--- config.mk ---
export PLATFORM = sky130hd
export DESIGN_NAME = uart_transmitter
export DESIGN_NICKNAME = d
export VERILOG_FILES = /design/src/rtl/uart_pkg.sv /design/src/rtl/uart_baud_tick.sv /design/src/rtl/uart_transmitter.sv
export SDC_FILE = /design/constraint.sdc
export NUM_CORES = 1
export LEC_CHECK = 0
export CAP_MARGIN = 25
export CORE_ASPECT_RATIO = 0.9
export CORE_MARGIN = 2
export CORE_UTILIZATION = 40
export DETAILED_ROUTE_END_ITERATION = 12
export PLACE_DENSITY_LB_ADDON = 0.1
export SLEW_MARGIN = 30
export SYNTH_ARGS = -nofsm -noshare
export SYNTH_HDL_FRONTEND = slang
export SYNTH_SLANG_ARGS = --single-unit
--- constraint.sdc ---
create_clock -name clk -period 2.6 [get_ports clk]
set_clock_uncertainty 0.2 [all_clocks]
set_input_delay 0.78 -clock clk [delete_from_list [all_inputs] [get_ports clk]]
set_output_delay 0.78 -clock clk [all_outputs]
set_load 0.05 [all_outputs]
--- src/rtl/uart_pkg.sv ---
// Shared definitions for the UART transmitter and receiver: FSM state codes,
// parity mode codes, default clocking and the parity helper.
package uart_pkg;

    localparam int DEFAULT_CLK_FREQ  = 100_000_000;
    localparam int DEFAULT_BAUD_RATE = 9_600;

    localparam int PARITY_NONE = 0;
    localparam int PARITY_EVEN = 1;
    localparam int PARITY_ODD  = 2;

    typedef enum logic [2:0] {
        ST_IDLE   = 3'd0,
        ST_START  = 3'd1,
        ST_DATA   = 3'd2,
        ST_PARITY = 3'd3,
        ST_STOP   = 3'd4
    } uart_state_e;

    function automatic logic parity_of(input logic [7:0] data, input int mode);
        return (mode == PARITY_ODD) ? ~^data : ^data;
    endfunction

endpackage

--- src/rtl/uart_baud_tick.sv ---
// Free-running bit-period counter: tick on the last clk of each period and
// almost_tick one clk earlier; clear restarts the period from zero.
module uart_baud_tick #(
    parameter int DIV = 10
) (
    input  logic clk,
    input  logic reset,
    input  logic clear,
    output logic tick,
    output logic almost_tick
);

    localparam int            CW   = (DIV > 1) ? $clog2(DIV) : 1;
    localparam logic [CW-1:0] LAST = CW'(DIV - 1);
    localparam logic [CW-1:0] PRE  = CW'((DIV > 1) ? DIV - 2 : 0);

    logic [CW-1:0] cnt_q;
    logic [CW-1:0] cnt_d;

    always_comb begin
        cnt_d = cnt_q + CW'(1);
        if (clear || cnt_q == LAST) begin
            cnt_d = '0;
        end
    end

    always_ff @(posedge clk) begin
        if (reset) begin
            cnt_q <= '0;
        end else begin
            cnt_q <= cnt_d;
        end
    end

    assign tick        = (cnt_q == LAST);
    assign almost_tick = (cnt_q == PRE);

endmodule

--- src/rtl/uart_transmitter.sv ---
// UART transmitter: valid/ready byte in, framed start/data/parity/stop bits
// out on TxD. Every output is a flop loaded from the next-state decode.
module uart_transmitter
    import uart_pkg::*;
#(
    parameter int CLK_FREQ  = DEFAULT_CLK_FREQ,
    parameter int BAUD_RATE = DEFAULT_BAUD_RATE,
    parameter int PARITY    = PARITY_NONE,
    parameter int STOP_BITS = 1
) (
    input  logic       clk,
    input  logic       reset,
    input  logic       tx_valid,
    input  logic [7:0] tx_data,
    output logic       tx_ready,
    output logic       TxD,
    output logic       tx_busy,
    output logic       tx_done
);

    localparam int   BIT_DIV   = CLK_FREQ / BAUD_RATE;
    localparam logic STOP_LAST = (STOP_BITS == 2);

    uart_state_e state_q, state_d;
    logic [7:0]  shreg_q, shreg_d;
    logic        parity_q, parity_d;
    logic [2:0]  bit_cnt_q, bit_cnt_d;
    logic        stop_cnt_q, stop_cnt_d;
    logic        txd_q, txd_d;
    logic        ready_q, ready_d;
    logic        busy_q, busy_d;
    logic        done_q, done_d;
    logic        accept;
    logic        tick;
    logic        almost_tick;

    assign accept = tx_valid & ready_q;

    // Clearing on accept makes the start bit a full BIT_DIV clks long.
    uart_baud_tick #(
        .DIV (BIT_DIV)
    ) u_baud (
        .clk         (clk),
        .reset       (reset),
        .clear       (accept),
        .tick        (tick),
        .almost_tick (almost_tick)
    );

    always_comb begin
        state_d    = state_q;
        shreg_d    = shreg_q;
        parity_d   = parity_q;
        bit_cnt_d  = bit_cnt_q;
        stop_cnt_d = stop_cnt_q;
        done_d     = 1'b0;

        case (state_q)
            ST_IDLE: begin
                if (accept) begin
                    state_d    = ST_START;
                    shreg_d    = tx_data;
                    parity_d   = parity_of(tx_data, PARITY);
                    bit_cnt_d  = 3'd0;
                    stop_cnt_d = 1'b0;
                end
            end
            ST_START: begin
                if (tick) begin
                    state_d   = ST_DATA;
                    bit_cnt_d = 3'd0;
                end
            end
            ST_DATA: begin
                if (tick) begin
                    shreg_d   = {1'b0, shreg_q[7:1]};
                    bit_cnt_d = bit_cnt_q + 3'd1;
                    if (bit_cnt_q == 3'd7) begin
                        state_d = (PARITY != PARITY_NONE) ? ST_PARITY : ST_STOP;
                    end
                end
            end
            ST_PARITY: begin
                if (tick) begin
                    state_d = ST_STOP;
                end
            end
            ST_STOP: begin
                // tx_done is registered, so it is raised one clk ahead to land on the last stop clk.
                if (stop_cnt_q == STOP_LAST) begin
                    done_d = almost_tick;
                    if (tick) begin
                        state_d = ST_IDLE;
                    end
                end else if (tick) begin
                    stop_cnt_d = 1'b1;
                end
            end
            default: begin
                state_d = ST_IDLE;
            end
        endcase

        case (state_d)
            ST_START:  txd_d = 1'b0;
            ST_DATA:   txd_d = shreg_d[0];
            ST_PARITY: txd_d = parity_d;
            default:   txd_d = 1'b1;
        endcase
        ready_d = (state_d == ST_IDLE);
        busy_d  = (state_d != ST_IDLE);
    end

    always_ff @(posedge clk) begin
        if (reset) begin
            state_q    <= ST_IDLE;
            shreg_q    <= 8'h00;
            parity_q   <= 1'b0;
            bit_cnt_q  <= 3'd0;
            stop_cnt_q <= 1'b0;
            txd_q      <= 1'b1;
            ready_q    <= 1'b1;
            busy_q     <= 1'b0;
            done_q     <= 1'b0;
        end else begin
            state_q    <= state_d;
            shreg_q    <= shreg_d;
            parity_q   <= parity_d;
            bit_cnt_q  <= bit_cnt_d;
            stop_cnt_q <= stop_cnt_d;
            txd_q      <= txd_d;
            ready_q    <= ready_d;
            busy_q     <= busy_d;
            done_q     <= done_d;
        end
    end

    assign TxD      = txd_q;
    assign tx_ready = ready_q;
    assign tx_busy  = busy_q;
    assign tx_done  = done_q;

endmodule
---- Yosys cells after proc, flatten, opt, wreduce, memory -nomap -nowiden ----
Cells that the tools add are included.
word-level totals
  bits in registers ....................... 34
  input port bits ......................... 11
  word-level logic and storage cells ...... 62
cells by class
  add/sub/neg operators ................... 2
  eq/ne operators ......................... 13
  multiplexer cells ....................... 21
  bitwise gates (word level) .............. 2
  reduce and logical (&&, ||, !) cells .... 13
operator list
  operator               number
  $mux 3                 10
  $eq 14x14->1 const B   2
  $mux 8                 2
  $pmux 8 s2             1
  $pmux 3 s5             1
  $add 14x1->14 const B  1
  $eq 3x2->1 const B     4
  $pmux 3 s3             1
  $reduce_xor 8->1       1
  $eq 3x1->1 const B     2
  $eq 3x3->1 const B     2
  $logic_not 3->1        2
  $reduce_bool 3->1      2
  $mux 1                 4
  $ne 2x2->1 const B     2
  $reduce_and 4->1       1
  $reduce_bool 2->1      2
  $add 3x1->3 const B    1
  $pmux 1 s3             1
  $reduce_and 3->1       1
  $reduce_or 3->1        1
  $ne 2x1->1 const B     1
  $pmux 1 s2             1
  $reduce_and 2->1       1
  4 further kinds        4

---- Logic depth before layout (Yosys ltp) ----
Gate-level depths: netlist of run 1.
  depth after elaboration ................. 6
  gate-level depth with buffers ........... 8
  mapped depth without buffers ............ 6

---- Modules after synthesis ----
Synthesis of run 1 repeated with hierarchy kept, for this count alone.
second synthesis, totals
  cell total of the unflattened synthesis .. 166
  area total of the unflattened synthesis .. 1,664.1 um^2
modules (own cells, without submodules)
  module            instances  cells an instance  area an instance (um^2)  seq. area each (um^2)
  uart_transmitter  1          93                 908.4                    380.4
  uart_baud_tick    1          73                 755.7                    280.3

---- Least setup slack after synthesis of run 1 ----
OpenSTA, ideal clock, no wires.
  kind .................................... reg2reg
  start ................................... register u_baud.cnt_q[9]
  end ..................................... register txd_q, in the netlist TxD
  library setup time ...................... 123 ps
  arrival ................................. 1,874 ps
  required time ........................... 2,277 ps
  slack ................................... 403 ps
  cell stages (with the launch flop) ...... 6
  period minus slack after synthesis ...... 2,197 ps
  path through ............................ dfxtp_1 -> or4b_4 -> or4_4 -> and3_4 -> o41ai_2 -> o21ai_1
between the ends
  longest elaborated chain between the ends .. 6
  elaborated cells on any way between the ends .. 13
  those cells by class .................... 4 x eq/ne; 9 x mux
ends and longest elaborated chain
  what                                      RTL line                 text
  from (decl)                               uart_baud_tick.sv:17     logic [CW-1:0] cnt_q;
  from (signal assigned)                    uart_baud_tick.sv:31     cnt_q <= cnt_d;
  $eq 14x14->1 *                            uart_baud_tick.sv:35     assign tick = (cnt_q == LAST);
  $mux 3                                    uart_transmitter.sv:92   if (tick) begin
  $mux 3                                    uart_transmitter.sv:90   if (stop_cnt_q == STOP_LAST) begin
  $pmux 3 s5                                uart_transmitter.sv:58   case (state_q)
  $eq 3x2->1 or $eq 3x1->1 (tied branches)  uart_transmitter.sv:104  case (state_d)
  $pmux 1 s3 *                              uart_transmitter.sv:104
  to (signal assigned)                      uart_transmitter.sv:131  txd_q <= txd_d;
  to (decl)                                 uart_transmitter.sv:29   logic txd_q, txd_d;
Mark *: on every way between the ends. The rest lies on a longest branch, timed or not. The select of a mux whose other input is x is not followed.
A chain may end at the register's enable or synchronous reset.

---- Worst setup path in the final report of run 1 ----
  start ................................... register ready_q, in the netlist tx_ready
  end ..................................... output tx_ready
RTL lines
  what                    RTL line                 text
  from (decl)             uart_transmitter.sv:30   logic ready_q, ready_d;
  from (signal assigned)  uart_transmitter.sv:132  ready_q <= ready_d;
  to (decl)               uart_transmitter.sv:15   output logic tx_ready,
No word-level cell between the ends.

==> results of run 1 <==
## cell families after synthesis
logic type | after synthesis
simple gates | 73
compound gates | 40
flops | 33
xor+xnor | 17
buf+inv | 11
fa+ha+maj | 4
## worst register-to-register path, cell delays in order, from the launching register on
cell and delay [ns]:
dfxtp_1 0.36, or4b_4 0.57, nor4_1 0.47, and3_1 0.27, o21bai_1 0.19, a311oi_1 0.13
## power groups by stage
stage	registers [W]	logic, W	clock network, W
final	0.000541	0.000148	0.000383
after global routing	0.000544	0.000163	0.000432
after CTS	0.000540	0.000149	0.000395
after detailed placement	0.000552	0.000148	0
after global placement	0.000552	0.000146	0
after floorplan	0.000565	0.0000806	0
## sequential cells by signal (all words and copies together), names as in the netlist
name          cells
TxD               1
shreg_q           8
u_baud.cnt_q     14
tx_ready          1
tx_done           1
tx_busy           1
state_q           3
parity_q          1
bit_cnt_q         3
## layer usage
| metal | part of all wire | wire length, microns | global-route usage |
|---|---|---|---|
| met5 | 0 | 0 | 0 |
| met3 | 0.050 | 163 | 0.0560 |
| met2 | 0.44 | 1450 | 0.252 |
| met4 | 0.016 | 51 | 0.0577 |
| met1 | 0.49 | 1610 | 0.213 |
## per-stage QoR
step | total power, W | instances | area [sq um]
after global placement | 0.000697 | 239 | 1810
final | 0.00107 | 246 | 1900
after floorplan | 0.000645 | 178 | 1580
after CTS | 0.00109 | 246 | 1900
after global routing | 0.00114 | 246 | 1900
after detailed placement | 0.000700 | 239 | 1810
## final timing paths
check / startpoint / to / depth (start not counted)
worst min-delay path: shreg_q[6]$_SDFFE_PP0P_ / shreg_q[6]$_SDFFE_PP0P_ / 2
worst max register to register: u_baud.cnt_q[9]$_SDFF_PP0_ / bit_cnt_q[0]$_SDFFE_PP0P_ / 5
worst max-delay path: tx_ready$_SDFF_PP1_ / tx_ready / 1
worst min register to register: shreg_q[6]$_SDFFE_PP0P_ / shreg_q[6]$_SDFFE_PP0P_ / 2
## layout make-up
class / instances / area (sq um)
Multi-Input combinational cell: 134 / 873
Clock buffer: 7 / 86.3
Timing Repair Buffer: 23 / 208
Inverter: 3 / 11.3
Fill cell: 353 / 1860
Sequential cell: 33 / 661
Tap cell: 46 / 57.6
## layout by cell type (no fill, tap or decap), types with 2 or more instances in the layout
master / Yosys / final
a211oi_1: 4 / 4
a21oi_1: 15 / 15
a22oi_1: 6 / 6
a311oi_1: 3 / 3
and3_1: 2 / 2
buf_4: 1 / 9
clkbuf_8: 0 / 6
clkdlybuf4s50_1: 0 / 14
dfxtp_1: 33 / 33
ha_1: 4 / 4
inv_1: 3 / 3
nand2_1: 12 / 12
nand3_1: 4 / 4
nand4_1: 6 / 6
nor2_1: 27 / 27
nor3_1: 4 / 4
nor3b_1: 3 / 3
nor4_1: 2 / 2
o21ai_0: 4 / 4
o21bai_1: 2 / 2
or4bb_1: 2 / 2
xnor2_1: 11 / 11
xor2_1: 6 / 6
==> results.yml, run 1 <==
logic_synthesis:
  yosysWarnings: 0
  synth-adder-area-share: 0.0317
  synthMuxAreaShare: 0
  synth_cells: 178
  synth_ff_type: "dfxtp_1"
  synthTopCellsByCount: "33 x dfxtp_1, 27 x nor2_1, 15 x a21oi_1, 12 x nand2_1, 11 x xnor2_1"
  synthDistinctLibCells: 40
  netlist.top_cell.by_area: "dfxtp_1"
  synthArstFlopShare: 0
  synth-compound-area-share: 0.170
  seq_area_frac_synth: 0.418
  synth_area_per_cell_sq_um: 8.88
  synth_edf_count: 0
  synth_top_family_by_area: "simple AND/OR/NAND/NOR gates"
  synth.area.top_cells: "dfxtp_1 42%, nor2_1 6.4%, xnor2_1 6.1%, a21oi_1 4.8%, xor2_1 3.3%"
  syn-num-nets: 193
  synth_area_sq_mm: 0.00158
  synth_top_cell_area_share: 0.418
  synth_xor_area_frac: 0.0942
  yosysMostFrequentCell: "dfxtp_1"
  synth-seq-cells: 33
  yosys.area_share.simple: 0.257
floorplanning:
  dieHeight_microns: 63.6
  io_pins: 15
  die_w_microns: 70.3
  num_rows: 21
  initial_core_util: 0.421
  die-area_sq_mm: 0.00447
  core_sq_mm: 0.00376
setup_path:
  critPathMaxStageDelay_ns: 0.80
  rrSetupSlack_ns: 0.29
  start_kind: "register"
  cp_num_buf_inv: 1
  path_class: "reg2out"
  cp.arrival_ns: 1.43
  critical_path.cell_chain: "clkdlybuf4s50_1"
  crit_path_top_delay_cell: "clkdlybuf4s50_1"
  required_ns: 1.62
  crit_fanout: 3
  end_kind: "output port"
  cp_top_family: "buffers and inverters"
routing:
  wl_per_cell_microns: 13.3
  dr.pass1.iters: 4
  ant_nets: 0
  vias_per_cell: 5.37
  drc_errors: 0
  drt_wl_total_microns: 3270
  route.vias.total: 1320
  drtIter0Drc: 106
cts:
  cts_resized: 0
  cts-htree-levels: 2
  cts.clk_slew.worst_paths_ns: 0.06
  post-cts-setup-buffer-count: 0
  cts_buffers: 5
  clock_path_buffers: 2
  ctsHoldBuffers: 0
  clock_latency_ns: 0.28
  cts_root_buf: "clkbuf_8"
  cts_tree: "done"
  clock-sinks: 33
timing:
  hold_slack_ns: 0.261
  drv_slew: 0
  tightest_slew_ns: 0.525
  period_minus_slack_ns: 2.41
  fmax_mhz: 414
  finalSetupViolCount: 0
  min_period_over_period: 0.928
  setup-tns-final_ns: 0
  final_hold_viol_count: 0
  rsz0062_at_grt: "no"
  maxSlewHeadroom: 0.647
  setup_ws_ns: 0.186
final_layout:
  num_antenna_cells: 0
  drive_above_1_share: 0.110
  fin_util: 0.505
  final_nets: 215
  syn_to_final_growth_pct: 20.0
pwr:
  intPower_w: 0.000807
  p_seq_frac: 0.504
  p_sw_w: 0.000266
  ir_worst_vdd_uv: 277
  p_comb_frac: 0.138
  p_leak_nw: 0.668
  powerDensity_mw_per_mm2: 566
  power_frac_clock: 0.357
  sw_frac_of_total: 0.248
place:
  dp_hpwl_microns: 2410
  pre_cts_slack_ns: 0.0479
  port_buffers: 14
  place_congestion: 0.867
global_route:
  antenna_found_initial: 0
  overflow: 0
  grt_pass1_wl_microns: 5780
  grtUsageTotal: 0.164
  grt_pass1_vias: 1284
  grt_max_degree: 15
status:
  status: "completed"
min_path:
  hp-class: "reg2reg"
flow_run:
  max-cap-violations: 0
Power figures use the tool's default switching activity.
==> run 2, diff against run 1 <==
--- a/config.mk
+++ b/config.mk
@@ -11,6 +11,7 @@
 export CORE_UTILIZATION = 40
 export DETAILED_ROUTE_END_ITERATION = 12
 export PLACE_DENSITY_LB_ADDON = 0.1
+export SETUP_SLACK_MARGIN = 0.05
 export SLEW_MARGIN = 30
 export SYNTH_ARGS = -nofsm -noshare
 export SYNTH_HDL_FRONTEND = slang
==> results of run 2 <==
Same layout as run 1: the final DEF is identical, and so are final timing and power.
==> run 3, diff against run 2 <==
--- a/config.mk
+++ b/config.mk
@@ -12,7 +12,7 @@
 export DETAILED_ROUTE_END_ITERATION = 12
 export PLACE_DENSITY_LB_ADDON = 0.1
 export SETUP_SLACK_MARGIN = 0.05
-export SLEW_MARGIN = 30
 export SYNTH_ARGS = -nofsm -noshare
 export SYNTH_HDL_FRONTEND = slang
 export SYNTH_SLANG_ARGS = --single-unit
+export TNS_END_PERCENT = 20
==> results of run 3 <==
Same layout as run 1: the final DEF is identical, and so are final timing and power.
